File: src/rtl/mem_block_fetcher.sv
// mem_block_fetcher: sequences runs of block reads from the coprocessor memory
// through its one-cycle registered read port. Each block goes to the compute
// stage over a valid/ready handshake. A completion word goes to the status
// cell at the end of every job.
// Optional macro FETCH_CYCLE_COUNT_EN: reports a saturating count of the
// active fetch cycles in status bits [31:16].
module mem_block_fetcher #(
  parameter int LOG_SIZE   = 10,
  parameter int CELL_WIDTH = 32,
  parameter int BLOCKS     = 4,
  localparam int WIDTH     = BLOCKS * CELL_WIDTH
) (
  input  logic                  in_clk,
  input  logic                  in_reset,
  input  logic                  in_start,
  input  logic [LOG_SIZE-1:0]   in_base_addr,
  input  logic [7:0]            in_count,
  output logic [LOG_SIZE-1:0]   out_mem_address,
  output logic                  out_mem_read_en,
  input  logic [WIDTH-1:0]      in_mem_data,
  output logic [CELL_WIDTH-1:0] out_status,
  output logic                  out_status_we,
  output logic [WIDTH-1:0]      out_data,
  output logic                  out_valid,
  input  logic                  in_ready,
  output logic                  out_busy
);

  typedef enum logic [2:0] {
    S_IDLE,
    S_REQ,
    S_WAIT,
    S_HOLD,
    S_DONE
  } state_t;

  // Address arithmetic carries one extra bit, so a run that walks off the
  // top of memory shows up as a range error rather than wrapping to cell 0.
  localparam logic [LOG_SIZE:0] ADDR_STEP = (LOG_SIZE+1)'(BLOCKS);
  localparam logic [LOG_SIZE:0] ADDR_SPAN = (LOG_SIZE+1)'(BLOCKS - 1);
  localparam logic [LOG_SIZE:0] ADDR_MAX  = {1'b0, {LOG_SIZE{1'b1}}};

  state_t                state_q, state_d;
  logic [LOG_SIZE:0]     cur_addr_q, cur_addr_d;
  logic [7:0]            remaining_q, remaining_d;
  logic [7:0]            delivered_q, delivered_d;
  logic                  error_q, error_d;
  logic [LOG_SIZE-1:0]   addr_hold_q, addr_hold_d;
  logic [WIDTH-1:0]      out_data_q, out_data_d;
  logic                  out_valid_q, out_valid_d;

  logic [LOG_SIZE:0]     end_addr;
  logic                  range_err;
  logic [15:0]           cyc_field;
  logic [CELL_WIDTH-1:0] status_word;

  assign end_addr  = cur_addr_q + ADDR_SPAN;
  assign range_err = end_addr > ADDR_MAX;

`ifdef FETCH_CYCLE_COUNT_EN
  logic [15:0] cyc_cnt_q, cyc_cnt_d;

  // Count cycles spent actively fetching, restarting on each accepted job.
  always_comb begin
    cyc_cnt_d = cyc_cnt_q;
    if (state_q == S_IDLE && in_start) begin
      cyc_cnt_d = '0;
    end else if ((state_q == S_REQ || state_q == S_WAIT || state_q == S_HOLD)
                 && cyc_cnt_q != 16'hFFFF) begin
      cyc_cnt_d = cyc_cnt_q + 16'd1;
    end
  end

  // Cycle counter register.
  always_ff @(posedge in_clk or posedge in_reset) begin
    if (in_reset) cyc_cnt_q <= '0;
    else          cyc_cnt_q <= cyc_cnt_d;
  end

  assign cyc_field = cyc_cnt_q;
`else
  assign cyc_field = '0;
`endif

  // Assemble the completion word: done, error, delivered count, cycle field.
  always_comb begin
    status_word        = '0;
    status_word[0]     = 1'b1;
    status_word[1]     = error_q;
    status_word[15:8]  = delivered_q;
    status_word[31:16] = cyc_field;
  end

  // Next-state and output logic for the fetch sequencer.
  always_comb begin
    state_d         = state_q;
    cur_addr_d      = cur_addr_q;
    remaining_d     = remaining_q;
    delivered_d     = delivered_q;
    error_d         = error_q;
    addr_hold_d     = addr_hold_q;
    out_data_d      = out_data_q;
    out_valid_d     = out_valid_q;
    out_mem_address = addr_hold_q;
    out_mem_read_en = 1'b0;
    out_status      = '0;
    out_status_we   = 1'b0;
    case (state_q)
      S_IDLE: begin
        if (in_start) begin
          cur_addr_d  = {1'b0, in_base_addr};
          remaining_d = in_count;
          delivered_d = '0;
          error_d     = 1'b0;
          state_d     = (in_count == 8'd0) ? S_DONE : S_REQ;
        end
      end
      S_REQ: begin
        out_mem_address = cur_addr_q[LOG_SIZE-1:0];
        addr_hold_d     = cur_addr_q[LOG_SIZE-1:0];
        if (range_err) begin
          error_d = 1'b1;
          state_d = S_DONE;
        end else begin
          out_mem_read_en = 1'b1;
          state_d         = S_WAIT;
        end
      end
      S_WAIT: begin
        out_data_d  = in_mem_data;
        out_valid_d = 1'b1;
        state_d     = S_HOLD;
      end
      S_HOLD: begin
        if (in_ready) begin
          out_valid_d = 1'b0;
          delivered_d = delivered_q + 8'd1;
          remaining_d = remaining_q - 8'd1;
          cur_addr_d  = cur_addr_q + ADDR_STEP;
          state_d     = (remaining_q == 8'd1) ? S_DONE : S_REQ;
        end
      end
      S_DONE: begin
        out_status    = status_word;
        out_status_we = 1'b1;
        state_d       = S_IDLE;
      end
      default: state_d = S_IDLE;
    endcase
  end

  // State and datapath registers; reset aborts any job in flight.
  always_ff @(posedge in_clk or posedge in_reset) begin
    if (in_reset) begin
      state_q     <= S_IDLE;
      cur_addr_q  <= '0;
      remaining_q <= '0;
      delivered_q <= '0;
      error_q     <= 1'b0;
      addr_hold_q <= '0;
      out_data_q  <= '0;
      out_valid_q <= 1'b0;
    end else begin
      state_q     <= state_d;
      cur_addr_q  <= cur_addr_d;
      remaining_q <= remaining_d;
      delivered_q <= delivered_d;
      error_q     <= error_d;
      addr_hold_q <= addr_hold_d;
      out_data_q  <= out_data_d;
      out_valid_q <= out_valid_d;
    end
  end

  assign out_data  = out_data_q;
  assign out_valid = out_valid_q;
  assign out_busy  = (state_q != S_IDLE);

endmodule

File: config.mk
export PLATFORM = sky130hd
export DESIGN_NAME = mem_block_fetcher
export DESIGN_NICKNAME = d
export VERILOG_FILES = /design/src/rtl/mem_block_fetcher.sv
export SDC_FILE = /design/constraint.sdc
export NUM_CORES = 1
export LEC_CHECK = 0
export CAP_MARGIN = 20
export CORE_MARGIN = 8
export CORE_UTILIZATION = 45
export CTS_CLUSTER_SIZE = 40
export DETAILED_ROUTE_END_ITERATION = 12
export PLACE_DENSITY = 0.85
export SLEW_MARGIN = 10
export SYNTH_ARGS = -nofsm -noshare
export SYNTH_HDL_FRONTEND = slang
export SYNTH_SLANG_ARGS = --single-unit
File: constraint.sdc
create_clock -name in_clk -period 10 [get_ports in_clk]
set_input_delay 1 -clock in_clk [delete_from_list [all_inputs] [get_ports in_clk]]
set_output_delay 1 -clock in_clk [all_outputs]
set_load 0.005 [all_outputs]
== After elaboration in Yosys (flattened, before gate mapping) ==
Index checks and enable logic that the tools add are counted.
Widths: inputs -> output; s select.
Cells by class
  $add $sub $neg: 4
  reduce and logical (&&, ||, !) cells: 10
  $lt $le $gt $ge: 1
  muxes and demuxes: 25
  equality and inequality tests: 8
Operators with widths (number)
  $mux 8: 4
  $pmux 8 s2: 2
  $mux 11: 2
  $pmux 11 s2: 1
  $mux 16: 1
  $mux 3: 5
  $pmux 3 s4: 1
  $add 11x2->11 const B: 1
  $add 11x3->11 const B: 1
  $gt 11x10->1 const B: 1
  $mux 10: 1
  $add 8x1->8 const B: 1
  $eq 8x1->1 const B: 1
  $logic_not 8->1: 1
  $sub 8x1->8 const B: 1
  $eq 3x2->1 const B: 2
  $mux 1: 6
  $ne 2x2->1 const B: 3
  $reduce_and 3->1: 2
  $reduce_bool 2->1: 3
  $pmux 1 s2: 2
  $reduce_and 2->1: 2
  $eq 3x1->1 const B: 1
  $eq 3x3->1 const B: 1
  2 further kinds: 2
Word-level totals
  logic and storage cells: 56
  bits in registers: 170
  output and inout bits: 174
  bits of input ports: 150

== Logic depth before layout (Yosys ltp) ==
  word-level depth: 4
  depth in mapped cells: 7
  gate-level depth less buffers: 6

== Worst setup path before layout ==
Ideal clock, no wire load.
  path type: register to output
  from: reg cur_addr_q[1]
  to: out out_mem_read_en
  required time: 9.000 ns
  arrival: 2.267 ns
  slack: 6.733 ns
  cell stages (with the launch flop): 7
  path buffers: 0
  cell sequence: dfrtp_1 -> inv_1 -> ha_1 -> or4b_1 -> a2111o_1 -> or4b_4 -> and3_2
On the way
  cells in the longest elaborated chain, start to end: 4
RTL lines
  start: declaration: RTL line 44  | logic [LOG_SIZE:0] cur_addr_q, cur_addr_d;
  start signal: assignment: RTL line 165  | cur_addr_q <= cur_addr_d;
  $add 11x2->11: RTL line 57  | assign end_addr = cur_addr_q + ADDR_SPAN;
  $gt 11x10->1: RTL line 58  | assign range_err = end_addr > ADDR_MAX;
  $mux 1: RTL line 121  | if (range_err) begin
  $mux 1: RTL line 108  | case (state_q)
  end: declaration: RTL line 19  | output logic out_mem_read_en,
Every way passes these cells.

== Worst setup path in the final report ==
Ends and elaborated chain as after synthesis.

==> summary.md <==
| Metric | Value |
|---|---|
| Number of max-cap violations | `0` |
| Site row count | `46` |
| Register area share after synthesis | `58.1%` |
| Cts hold-fix bufs | `0` |
| Clock sink count | `170` |
| Vias | `5563` |
| Leak Pwr | `4.47 nW` |
| Required time worst endpoint | `9000 ps` |
| Synth top area cells | `dfrtp_1 (58%), mux2_2 (21%), buf_4 (2.5%), o21ai_0 (1.5%), clkbuf_1 (1.1%)` |
| Rel. slew slack | `25.0%` |
| Latest clock arrival within the worst-skew pair | `420 ps` |
| Post-synth cell types | `57` |
| Period utilization | `42.7%` |
| Layout net count | `1004` |
| Setup slack at placement | `6180 ps` |
| Largest net degree at the start of global routing | `107` |
| Final Util | `69.2%` |
| Clock Path Buffers | `2` |
| All-Layer GR Usage | `20.9%` |
| Count leader, synth | `dfrtp_1` |
| Number of flops mapped to enable cells by yosys | `0` |
| Hold Vio Cnt, Final | `0` |
| Hold crit path type | `reg -> reg` |
| Clock Skew | `14.9 ps` |
| Die height | `144 µm` |
| WHS | `476 ps` |
| Initial antenna violation count | `1` |
| Critical Path AT | `3270 ps` |
| Die Wd | `144 µm` |
| Final setup viols | `0` |
| PostCTS Resize Cnt | `0` |
| CP Capture Type | `output pin` |
| Leading area contributor after synthesis | `dfrtp_1` |
| Fmax | `234 MHz` |
| Syn Std Cell Area | `0.00733 mm²` |
| RR Startpoint | `cur_addr_q[1]` |
| Post-route DRC | `0` |
| Die area | `0.0206 mm²` |
| Drt first pass iters | `4` |
| Post-route worst setup slack | `5730 ps` |
| Worst-Margin Slew | `1130 ps` |
| Async set-or-reset flop fraction in the synthesized netlist | `100%` |
| Wire per inst | `20.1 µm` |
| Starting Density | `46.1%` |
| Top cell type's share of synthesized area | `58.1%` |
| Synthesized instance count | `554` |
| HP Start | `out_valid` |
| DR iter-0 viols | `259` |
| Setup TNS | `0 ps` |
| CP Class | `reg -> out` |
| Unrepaired setup endpoints after global routing | `false` |
| Top post-synthesis cells by count | `dfrtp_1 (170), mux2_2 (138), buf_4 (24)` |
| Vias in the first global route | `5852` |
| Fin. max-slew vios | `0` |
| Worst setup path startpoint | `cur_addr_q[1]` |
| Vias per std cell | `5.17` |
| Yosys warning total | `0` |
| Ys flop type | `dfrtp_1` |
| CP startpoint kind | `flop` |
| Wirelength, routed | `21600 µm` |
| Crit-path max FO | `5` |
| GR Overflow Total | `0` |
| Synthesis-stage register bit count | `170` |
| Filler instances | `1147` |
| Layout cell share with drive strength beyond 1 | `21.5%` |
| CTS tree | `yes` |
| Clock transition at the registers of the reported paths | `60 ps` |
| Post-CTS setup buffer count | `0` |
| Post-layout minimum cycle time | `4270 ps` |
| Ports | `324` |
| Clk root buf | `clkbuf_16` |
| Outcome | `completed` |
| CTS buffer count | `17` |
| Peak supply drop | `0.190 mV` |
| Core area | `0.0159 mm²` |
| Pwr dens | `317 mW/mm²` |
| GP Congestion | `0.823` |
| Avg Synthesized Cell Area | `13.2 µm²` |
| Area grow syn2layout | `50.1%` |
| Post-route ant nets | `0` |
| First-pass GRT wire length | `32500 µm` |
| IO buf count | `301` |
| CTS H-tree lvls | `4` |
| Post-DP HPWL | `16400 µm` |
==> per-layer routing <==
layer	wire, µm	global-route usage [%]	vias to the layer above
li1	-	-	2525
met1	7430	20.7	2763
met2	11200	36.6	246
met3	2430	10.7	29
met4	587	8.02	0
met5	0	0	-
==> path summary, 6_finish.rpt <==
kind	endpoint	slack [ps]	depth (start not counted)
hold / removal	out_valid	480	1
hold reg to reg	out_valid	480	1
min in group asynchronous	out_data[113]	1140	2
setup / recovery	out_mem_read_en	5730	7
setup reg to reg	state_q[1]	7450	6
max in group asynchronous	addr_hold_q[2]	7410	3
==> kinds of logic after synthesis <==
family / Yosys count / synth area share (%)
AND/OR/NAND/NOR: 92 / 6.88
buffers and inverters: 64 / 4.95
XOR/XNOR: 6 / 0.717
adder cells (fa/ha/maj): 6 / 1.02
multiplexers: 140 / 21.5
AO/OA/AOI/OAI: 75 / 6.85
other: 1 / 0.0512
flip-flops: 170 / 58.1
==> critical path: stages, from the launching register on <==
cell,delay [ps]
dfrtp_1,410
inv_1,100
ha_1,270
or4b_1,510
a2111o_1,380
or4b_4,520
and3_2,230
clkdlybuf4s50_1,450
==> power by group <==
group | switching, mW | leakage, nW | internal (mW)
Clock | 0.275 | 0.270 | 0.358
Combinational | 0.611 | 2.18 | 0.997
Sequential | 0.215 | 2.02 | 1.03
Total | 1.10 | 4.47 | 2.39
==> sequential cells by signal, summed over array words and instances (netlist names) <==
signal       count
addr_hold_q     10
remaining_q      8
cur_addr_q      11
out_data       128
out_valid        1
delivered_q      8
state_q          3
error_q          1
==> stage by stage <==
step	cells	instance area, µm²	power [mW]
finish	1077	11000	3.49
global route	1077	11000	3.69
CTS	1074	11000	3.53
detailed placement	1043	10400	2.87
global placement	1043	10400	2.83
floorplan	575	7410	1.99
==> placed cells by master, fill, tap and decap left out, drive strengths merged, types with 3 or more instances in the layout <==
master	instances
a22oi	4
a211oi	3
dfrtp	170
buf	5
or4	3
and2	9
nand2	18
a2111oi	3
clkdlybuf4s50	301
and3	4
nor3	8
clkinvlp	3
conb	22
nor4	5
nor2	16
o21ai	22
a21oi	13
o31a	3
clkinv	3
nand4	4
o211ai	3
xnor2	6
clkbuf	20
a31oi	4
nand3	9
mux2	138
inv	16
o2bb2ai	3
ha	6
==> final cells by class <==
| type | instances | area [µm²] | share of cell area (%) |
|---|---|---|---|
| Multi-Input combinational cell | 341 | 2810 | 25.5 |
| Timing Repair Buffer | 306 | 3050 | 27.7 |
| Clock inverter | 11 | 110 | 1.00 |
| Antenna cell | 1 | 2.50 | 0.0228 |
| Sequential cell | 170 | 4250 | 38.7 |
| Tap cell | 216 | 270 | 2.46 |
| Inverter | 12 | 50.0 | 0.455 |
| Clock buffer | 20 | 457 | 4.15 |
Note: power is estimated with default switching activity, not from simulation.
